**src/rtl/instr_ring_meter.sv**
```systemverilog
// Ring/chain edge meter: arms the ring path, settles, then counts synchronised
// rising edges of ring_in over a programmable window and freezes the result.
//
// state   | meaning
// IDLE    | waiting for start, ring path disabled
// ARM     | ring enabled, settle counter running
// MEASURE | window counter running, edges counted
// DONE    | result frozen, done held until reset or next start
module instr_ring_meter #(
   parameter int COUNT_W       = 32,
   parameter int SYNC_STAGES   = 2,
   parameter int SETTLE_CYCLES = 4
) (
   input  logic               wb_clk_i,
   input  logic               wb_rst_i,
   input  logic               start,
   input  logic [31:0]        window_cycles,
   input  logic               ring_in,
   output logic               ring_en,
   output logic               busy,
   output logic               done,
   output logic [COUNT_W-1:0] count,
   output logic               overflow
);

   typedef enum logic [1:0] {
      IDLE    = 2'd0,
      ARM     = 2'd1,
      MEASURE = 2'd2,
      DONE    = 2'd3
   } state_t;

   state_t                 state_q, state_d;
   logic [7:0]             settle_q, settle_d;
   logic [31:0]            win_q, win_d;
   logic [31:0]            win_cnt_q, win_cnt_d;
   logic [COUNT_W-1:0]     count_q, count_d;
   logic                   overflow_q, overflow_d;
   logic                   busy_q, busy_d;
   logic                   done_q, done_d;
   logic [SYNC_STAGES-1:0] sync_q, sync_d;
   logic                   edge_prev_q, edge_prev_d;
   logic                   edge_fire;

   assign edge_fire = sync_q[SYNC_STAGES-1] & ~edge_prev_q;

   always_comb begin
      state_d     = state_q;
      settle_d    = settle_q;
      win_d       = win_q;
      win_cnt_d   = win_cnt_q;
      count_d     = count_q;
      overflow_d  = overflow_q;
      sync_d      = {sync_q[SYNC_STAGES-2:0], ring_in};
      edge_prev_d = sync_q[SYNC_STAGES-1];

      unique case (state_q)
         IDLE, DONE: begin
            if (start) begin
               win_d      = window_cycles;
               count_d    = '0;
               overflow_d = 1'b0;
               settle_d   = 8'(SETTLE_CYCLES);
               state_d    = ARM;
            end
         end
         ARM: begin
            settle_d = settle_q - 8'd1;
            if (settle_q == 8'd1) begin
               if (win_q == 32'd0) begin
                  state_d = DONE;
               end else begin
                  state_d   = MEASURE;
                  win_cnt_d = win_q;
               end
            end
         end
         MEASURE: begin
            win_cnt_d = win_cnt_q - 32'd1;
            // saturate rather than wrap; overflow is sticky until the next start
            if (edge_fire) begin
               if (&count_q) overflow_d = 1'b1;
               else          count_d    = count_q + COUNT_W'(1);
            end
            if (win_cnt_q == 32'd1) state_d = DONE;
         end
         default: state_d = IDLE;
      endcase

      busy_d = (state_d == ARM) || (state_d == MEASURE);
      done_d = (state_d == DONE);
   end

   always_ff @(posedge wb_clk_i) begin
      if (wb_rst_i) begin
         state_q     <= IDLE;
         settle_q    <= '0;
         win_q       <= '0;
         win_cnt_q   <= '0;
         count_q     <= '0;
         overflow_q  <= 1'b0;
         busy_q      <= 1'b0;
         done_q      <= 1'b0;
         sync_q      <= '0;
         edge_prev_q <= 1'b0;
      end else begin
         state_q     <= state_d;
         settle_q    <= settle_d;
         win_q       <= win_d;
         win_cnt_q   <= win_cnt_d;
         count_q     <= count_d;
         overflow_q  <= overflow_d;
         busy_q      <= busy_d;
         done_q      <= done_d;
         sync_q      <= sync_d;
         edge_prev_q <= edge_prev_d;
      end
   end

   assign ring_en  = busy_q;
   assign busy     = busy_q;
   assign done     = done_q;
   assign count    = count_q;
   assign overflow = overflow_q;

endmodule

```
**config.mk**
```make
export PLATFORM = sky130hd
export DESIGN_NAME = instr_ring_meter
export DESIGN_NICKNAME = d
export VERILOG_FILES = /design/src/rtl/instr_ring_meter.sv
export SDC_FILE = /design/constraint.sdc
export NUM_CORES = 1
export LEC_CHECK = 0
export CORE_MARGIN = 5
export CORE_UTILIZATION = 60
export CTS_CLUSTER_DIAMETER = 30
export DETAILED_ROUTE_END_ITERATION = 16
export GPL_TIMING_DRIVEN = 0
export PLACE_DENSITY_LB_ADDON = 0.25
export SYNTH_ARGS = -nofsm -noshare
export SYNTH_HDL_FRONTEND = slang
export SYNTH_SLANG_ARGS = --single-unit
```
**constraint.sdc**
```tcl
create_clock -name wb_clk_i -period 4.2 [get_ports wb_clk_i]
set_input_delay 0.84 -clock wb_clk_i [delete_from_list [all_inputs] [get_ports wb_clk_i]]
set_output_delay 0.84 -clock wb_clk_i [all_outputs]
set_load 0.01 [all_outputs]
```
Word level (Yosys, flattened, before mapping)
Index checks and enable logic that the tools add are counted.
{ "totals": {"mem_bits_rw": 0, "mem_count": 0, "wordCells": 60, "regBits": 112, "rom_bits": 0, "latchBits": 0, "output_inout_bits": 36} }
{ "classes": {"shifts": 0, "div_mod_pow": 0, "bitwise": 2, "addsub": 3, "multipliers": 0, "n_mux": 18, "reduce_logical": 13, "magnitude_cmp": 0, "eq_ne": 14} }
{ "ops": {"columns": ["cell", "count"], "rows": [
  ["two-way mux 32 bit", 5],
  ["case mux 32 bit (2 select lines)", 2],
  ["adder 32 x 1 -> 32 bit (second input constant)", 1],
  ["== test 32 x 1 -> 1 bit (second input constant)", 1],
  ["zero test 32 bit", 1],
  ["AND reduction 32 bit", 1],
  ["subtractor 32 x 1 -> 32 bit (second input constant)", 1],
  ["case mux 8 bit (2 select lines)", 1],
  ["inequality test 2 bit (second input constant)", 6],
  ["== test 2 bit (second input constant)", 4],
  ["== test 8 x 1 -> 1 bit (second input constant)", 1],
  ["two-way mux 8 bit", 1],
  ["AND reduction 4 bit", 2],
  ["subtractor 8 x 1 -> 8 bit (second input constant)", 1],
  ["two-way mux 2 bit", 3],
  ["case mux 2 bit (3 select lines)", 1],
  ["nonzero test 2 bit", 3],
  ["== test 2 x 1 -> 1 bit (second input constant)", 2],
  ["two-way mux 1 bit", 4],
  ["AND reduction 2 bit", 2],
  ["AND reduction 3 bit", 1],
  ["zero test 2 bit", 1],
  ["case mux 1 bit (2 select lines)", 1],
  ["OR reduction 2 bit", 1],
  ["other kinds (3)", 3]
]} }

Logic depth before layout (Yosys ltp)
{ "depth": {"word_depth": 6, "depth_mapped": 10, "mapped_depth_nobuf": 9} }

Least setup slack after synthesis
OpenSTA, ideal clock, no wires.
{ "synth_timing": {"path_type": "register to register", "start": "register win_cnt_q[0]", "end": "register win_cnt_q[26]", "slack_ns": 1.901, "stages_incl_launch_ff": 10, "required_ns": 4.097, "arrival_ns": 2.196, "cell_sequence": "dfxtp_1 -> inv_1 -> ha_1 -> or4b_4 -> buf_6 -> nor2_4 -> nand3_4 -> o311a_1 -> a41o_1 -> a2111oi_2"} }
{ "synth_between": {"elab_chain_cells": 2} }
{ "synth_lines": {"columns": ["element", "line", "source"], "rows": [
  ["start, declared", "36", "logic [31:0] win_cnt_q, win_cnt_d;"],
  ["start signal, assigned", "110", "win_cnt_q <= win_cnt_d;"],
  ["subtractor 32 x 1 -> 32 bit", "79", "win_cnt_d = win_cnt_q - 32'd1;"],
  ["case mux 32 bit (2 select lines)", "57", "unique case (state_q)"]
]} }
Every way passes these cells.
A chain may end at the register's enable or synchronous reset.

Final worst setup path
{ "layout_timing": {"start": "register state_q[0]", "end": "register win_cnt_q[14]"} }
{ "layout_between": {"elab_chain_cells": 3, "elab_cells_between_ends": 7} }
{ "layout_lines": {"columns": ["element", "line", "source"], "rows": [
  ["start, declared", "33", "state_t state_q, state_d;"],
  ["start signal, assigned", "107", "state_q <= state_d;"],
  ["== test 2 x 1 -> 1 bit / == test 2 bit (equally long branches)", "57", null],
  ["inequality test 2 bit (no line) / nonzero test 2 bit (equally long branches)", null, null],
  ["AND reduction 3 bit (no line)", null, null]
]} }
Several ways; a longest one is shown, not always the timed one.

==> reports/results.ini <==
[outcome]
status = finished clean

[critical_path]
crit_start = state_q[0]
worst_setup_path_start_kind = register
crit_family = buffers and inverters
crit_path_frequent_cell = sky130_fd_sc_hd__nor2_1
critical_path_peak_fanout = 10
worstSetupEndpoint = win_cnt_q[14]
worst-endpoint-arrival_ns = 3.29
cpMaxStageDelayCell = sky130_fd_sc_hd__nor2_1
required_ns = 4.46
cp_num_buf_inv = 4
setup.reg_to_reg.worst_slack_ns = 1.17
rr_startpoint = state_q[0]
crit_cells = 9
sequence_of_cells_on_the_critical_path = inv_1, ha_1, buf_1, inv_2, nor2_1, nor2_1, clkbuf_1, a2bb2oi_1, nor2_1
slowest_delay_ns = 0.68
path_class = reg -> reg
timing.rr.end = win_cnt_q[14]
crit_path_end_kind = register
reg2regPathDepth = 9

[global_route]
grt_antenna_before_repair = 0
grt_pass1_wl_mm = 28.48
track_usage_pct = 30.56
grt_overflow_total = 0
first_global_vias = 5801
grt_start_max_net_pins = 17

[hold_path]
min_path_type = reg -> reg

[sta]
grt_setup_unrepaired = false
final-max-slew-violation-count = 0
final.setup.tns_ns = 0
layout_min_cycle_time_ns = 3.029
slew-limit-headroom_pct = 44.99
worst_slew_pin_slew_ns = 0.8222
finalSetupViolations = 0
fin_worst_skew_ns = 0.01240
final-hold-violation-count = 0
final.period_utilization_pct = 72.12
layout_setup_ws_ns = 1.171
max_freq_mhz = 330.1

[cts]
setup_buffers_after_cts = 0
clk-insertion-delay-late_ns = 0.39
clkSlewWorstSetupHoldPaths_ns = 0.10
cts_hold_repair.buffers = 0
tritoncts_sink_count = 112
ctsRootBufferMaster = sky130_fd_sc_hd__clkbuf_8
h-tree-depth = 3
cts_max_path_buffers = 2
post_cts_resize_count = 0
cts_made_buffers = 9
cts_tree = done

[routing]
routedWlPerCell_um = 18.20
drtIter0Drc = 587
remaining_drc_errors = 0
drt.antenna.violating_nets = 0
drtPass1Iterations = 6
routed_via_density = 6.352
route.vias.total = 6117
detail_route.wirelength_mm = 17.53

[placement]
dp.final_hpwl_mm = 12.82
finalWeightedCongestion = 0.9906
detailedPlace.worstSlack_ns = 1.104
placed_cells_incl_taps = 949
buffer_ports.inserted = 71

[floorplanning]
floorplan.rows = 36
chipHeight_um = 108.8
fp.coreArea_um2 = 9639
chipWidth_um = 108.8
initial_core_utilization_pct = 60.76
fp.dieArea_um2 = 11840
number_of_placed_i_o_pins = 72

[synth]
synth-async-reset-ratio_pct = 0
postSynthCellCount = 745
synth.lib_cells_used.distinct = 71
dominantRegCellSynth = sky130_fd_sc_hd__dfxtp_1
syn_nets = 789
yosys_warnings = 0
synth_enable_flop_cells = 0
yosysSeqAreaShare_pct = 38.28
syn_avg_cell_area_um2 = 7.862
post_synthesis_cell_area_um2 = 5857
flip_flop_and_latch_count_after_synthesis = 112

[power]
p_per_area_nw_per_um2 = 384.6
vdd_ir_drop_max_mv = 0.3511
cellLeakagePower_nw = 2.502
power_mw = 2.670

[job]
timing.max_cap.violations = 0

[final_layout]
nNetsFinal = 871
post_layout_nonfiller_instances = 963
final_layout_size_suffix_gt1_share_pct = 4.337
utilization_pct = 72.01
antenna_cells_inserted = 0
synthToLayoutAreaGrowth_pct = 18.52

==> sequential cells by signal (all words and copies together) (netlist names) <==
register     count
overflow         1
busy             1
state_q          2
count           32
done             1
settle_q         8
edge_prev_q      1
sync_q           2
win_cnt_q       32
win_q           32
==> worst min path at each step <==
stage,startpoint,endpoint,slack (ns),depth (start not counted)
final,win_q[2],win_q[2],0.48,2
after global placement,sync_q[0],sync_q[1],0.43,1
after detailed placement,sync_q[0],sync_q[1],0.45,1
after floorplan,sync_q[0],sync_q[1],0.41,1
after CTS,sync_q[0],sync_q[1],0.48,1
after global routing,sync_q[0],sync_q[1],0.48,1
==> cell usage after synthesis (5+ instances only) <==
master	count	area share (%)
sky130_fd_sc_hd__o211ai_1	9	1.2
sky130_fd_sc_hd__o21ai_0	14	1.2
sky130_fd_sc_hd__nand4_1	18	1.9
sky130_fd_sc_hd__xnor2_1	5	0.75
sky130_fd_sc_hd__a31oi_1	13	1.4
sky130_fd_sc_hd__o31ai_1	5	0.64
sky130_fd_sc_hd__or4_1	8	1.0
sky130_fd_sc_hd__clkbuf_1	35	2.2
sky130_fd_sc_hd__nand2_1	108	6.9
sky130_fd_sc_hd__and3_1	9	0.96
sky130_fd_sc_hd__buf_1	5	0.32
sky130_fd_sc_hd__a211oi_1	7	0.90
sky130_fd_sc_hd__nor2_1	78	5.0
sky130_fd_sc_hd__o21ai_1	14	1.2
sky130_fd_sc_hd__mux2_1	5	0.96
sky130_fd_sc_hd__and4_1	10	1.5
sky130_fd_sc_hd__buf_2	5	0.43
sky130_fd_sc_hd__mux2i_1	9	1.5
sky130_fd_sc_hd__a21oi_1	62	5.3
sky130_fd_sc_hd__ha_1	8	1.7
sky130_fd_sc_hd__nor3_1	21	1.8
sky130_fd_sc_hd__or3_1	12	1.3
sky130_fd_sc_hd__nand3_1	34	2.9
sky130_fd_sc_hd__nor2b_1	6	0.64
sky130_fd_sc_hd__inv_1	17	1.1
sky130_fd_sc_hd__xor2_1	25	3.7
sky130_fd_sc_hd__dfxtp_1	112	38
sky130_fd_sc_hd__nor4_1	18	1.9
==> kinds of logic (layout without fill, tap and decap cells) <==
group / Yosys count / in the layout / synth area share (%)
XOR/XNOR: 30 / 30 / 4.486
adder cells (fa/ha/maj): 8 / 8 / 1.709
AND/OR/NAND/NOR: 345 / 345 / 29.61
flip-flops: 112 / 112 / 38.28
multiplexers: 16 / 16 / 2.884
buffers and inverters: 69 / 154 / 4.978
AO/OA/AOI/OAI: 165 / 165 / 18.05
==> layout make-up <==
| class | count | area (um^2) |
|---|---|---|
| Sequential cell | 112 | 2242 |
| Tap cell | 133 | 166.4 |
| Clock buffer | 10 | 137.6 |
| Multi-Input combinational cell | 564 | 3323 |
| Buffer | 49 | 216.5 |
| Fill cell | 807 | 2698 |
| Inverter | 20 | 75.07 |
| Timing Repair Buffer | 71 | 710.7 |
| Clock inverter | 4 | 70.07 |
==> tightest hold or removal path: cells and delay by family, from the launching register on <==
family,cells,cell delay [ns]
AO/OA/AOI/OAI,1,0.05
AND/OR/NAND/NOR,1,0.05
flip-flops,1,0.33
==> metal layers <==
layer | wire, um | part of all wire, % | global-route usage, %
met5 | 0 | 0 | 0
met4 | 685 | 3.9 | 13.07
met3 | 1639 | 9.4 | 7.164
met2 | 8213 | 47 | 51.77
met1 | 6987 | 40 | 37.11
==> through the flow <==
step | instance area, um^2 | hold slack (ns)
floorplan | 5857 | 0.4138
global placement | 6734 | 0.4337
detailed placement | 6734 | 0.4490
CTS | 6942 | 0.4773
global route | 6942 | 0.4832
finish | 6942 | 0.4751
==> where the power goes <==
part           leakage (nW)  switching, mW  total [mW]  internal [mW]
combinational          1.48          0.481       0.767          0.287
clock                 0.108          0.355       0.699          0.344
sequential            0.910         0.0703        1.20           1.13
total                  2.50          0.906        2.67           1.76
==> cell usage in the layout (no fill, tap or decap), types with 18 or more instances in the layout <==
| master | count |
|---|---|
| sky130_fd_sc_hd__xor2_1 | 25 |
| sky130_fd_sc_hd__nor3_1 | 21 |
| sky130_fd_sc_hd__clkdlybuf4s50_1 | 71 |
| sky130_fd_sc_hd__nand3_1 | 34 |
| sky130_fd_sc_hd__dfxtp_1 | 112 |
| sky130_fd_sc_hd__nand4_1 | 18 |
| sky130_fd_sc_hd__a21oi_1 | 62 |
| sky130_fd_sc_hd__nor4_1 | 18 |
| sky130_fd_sc_hd__nand2_1 | 108 |
| sky130_fd_sc_hd__clkbuf_1 | 35 |
| sky130_fd_sc_hd__nor2_1 | 78 |
Power figures use the tool's default switching activity.
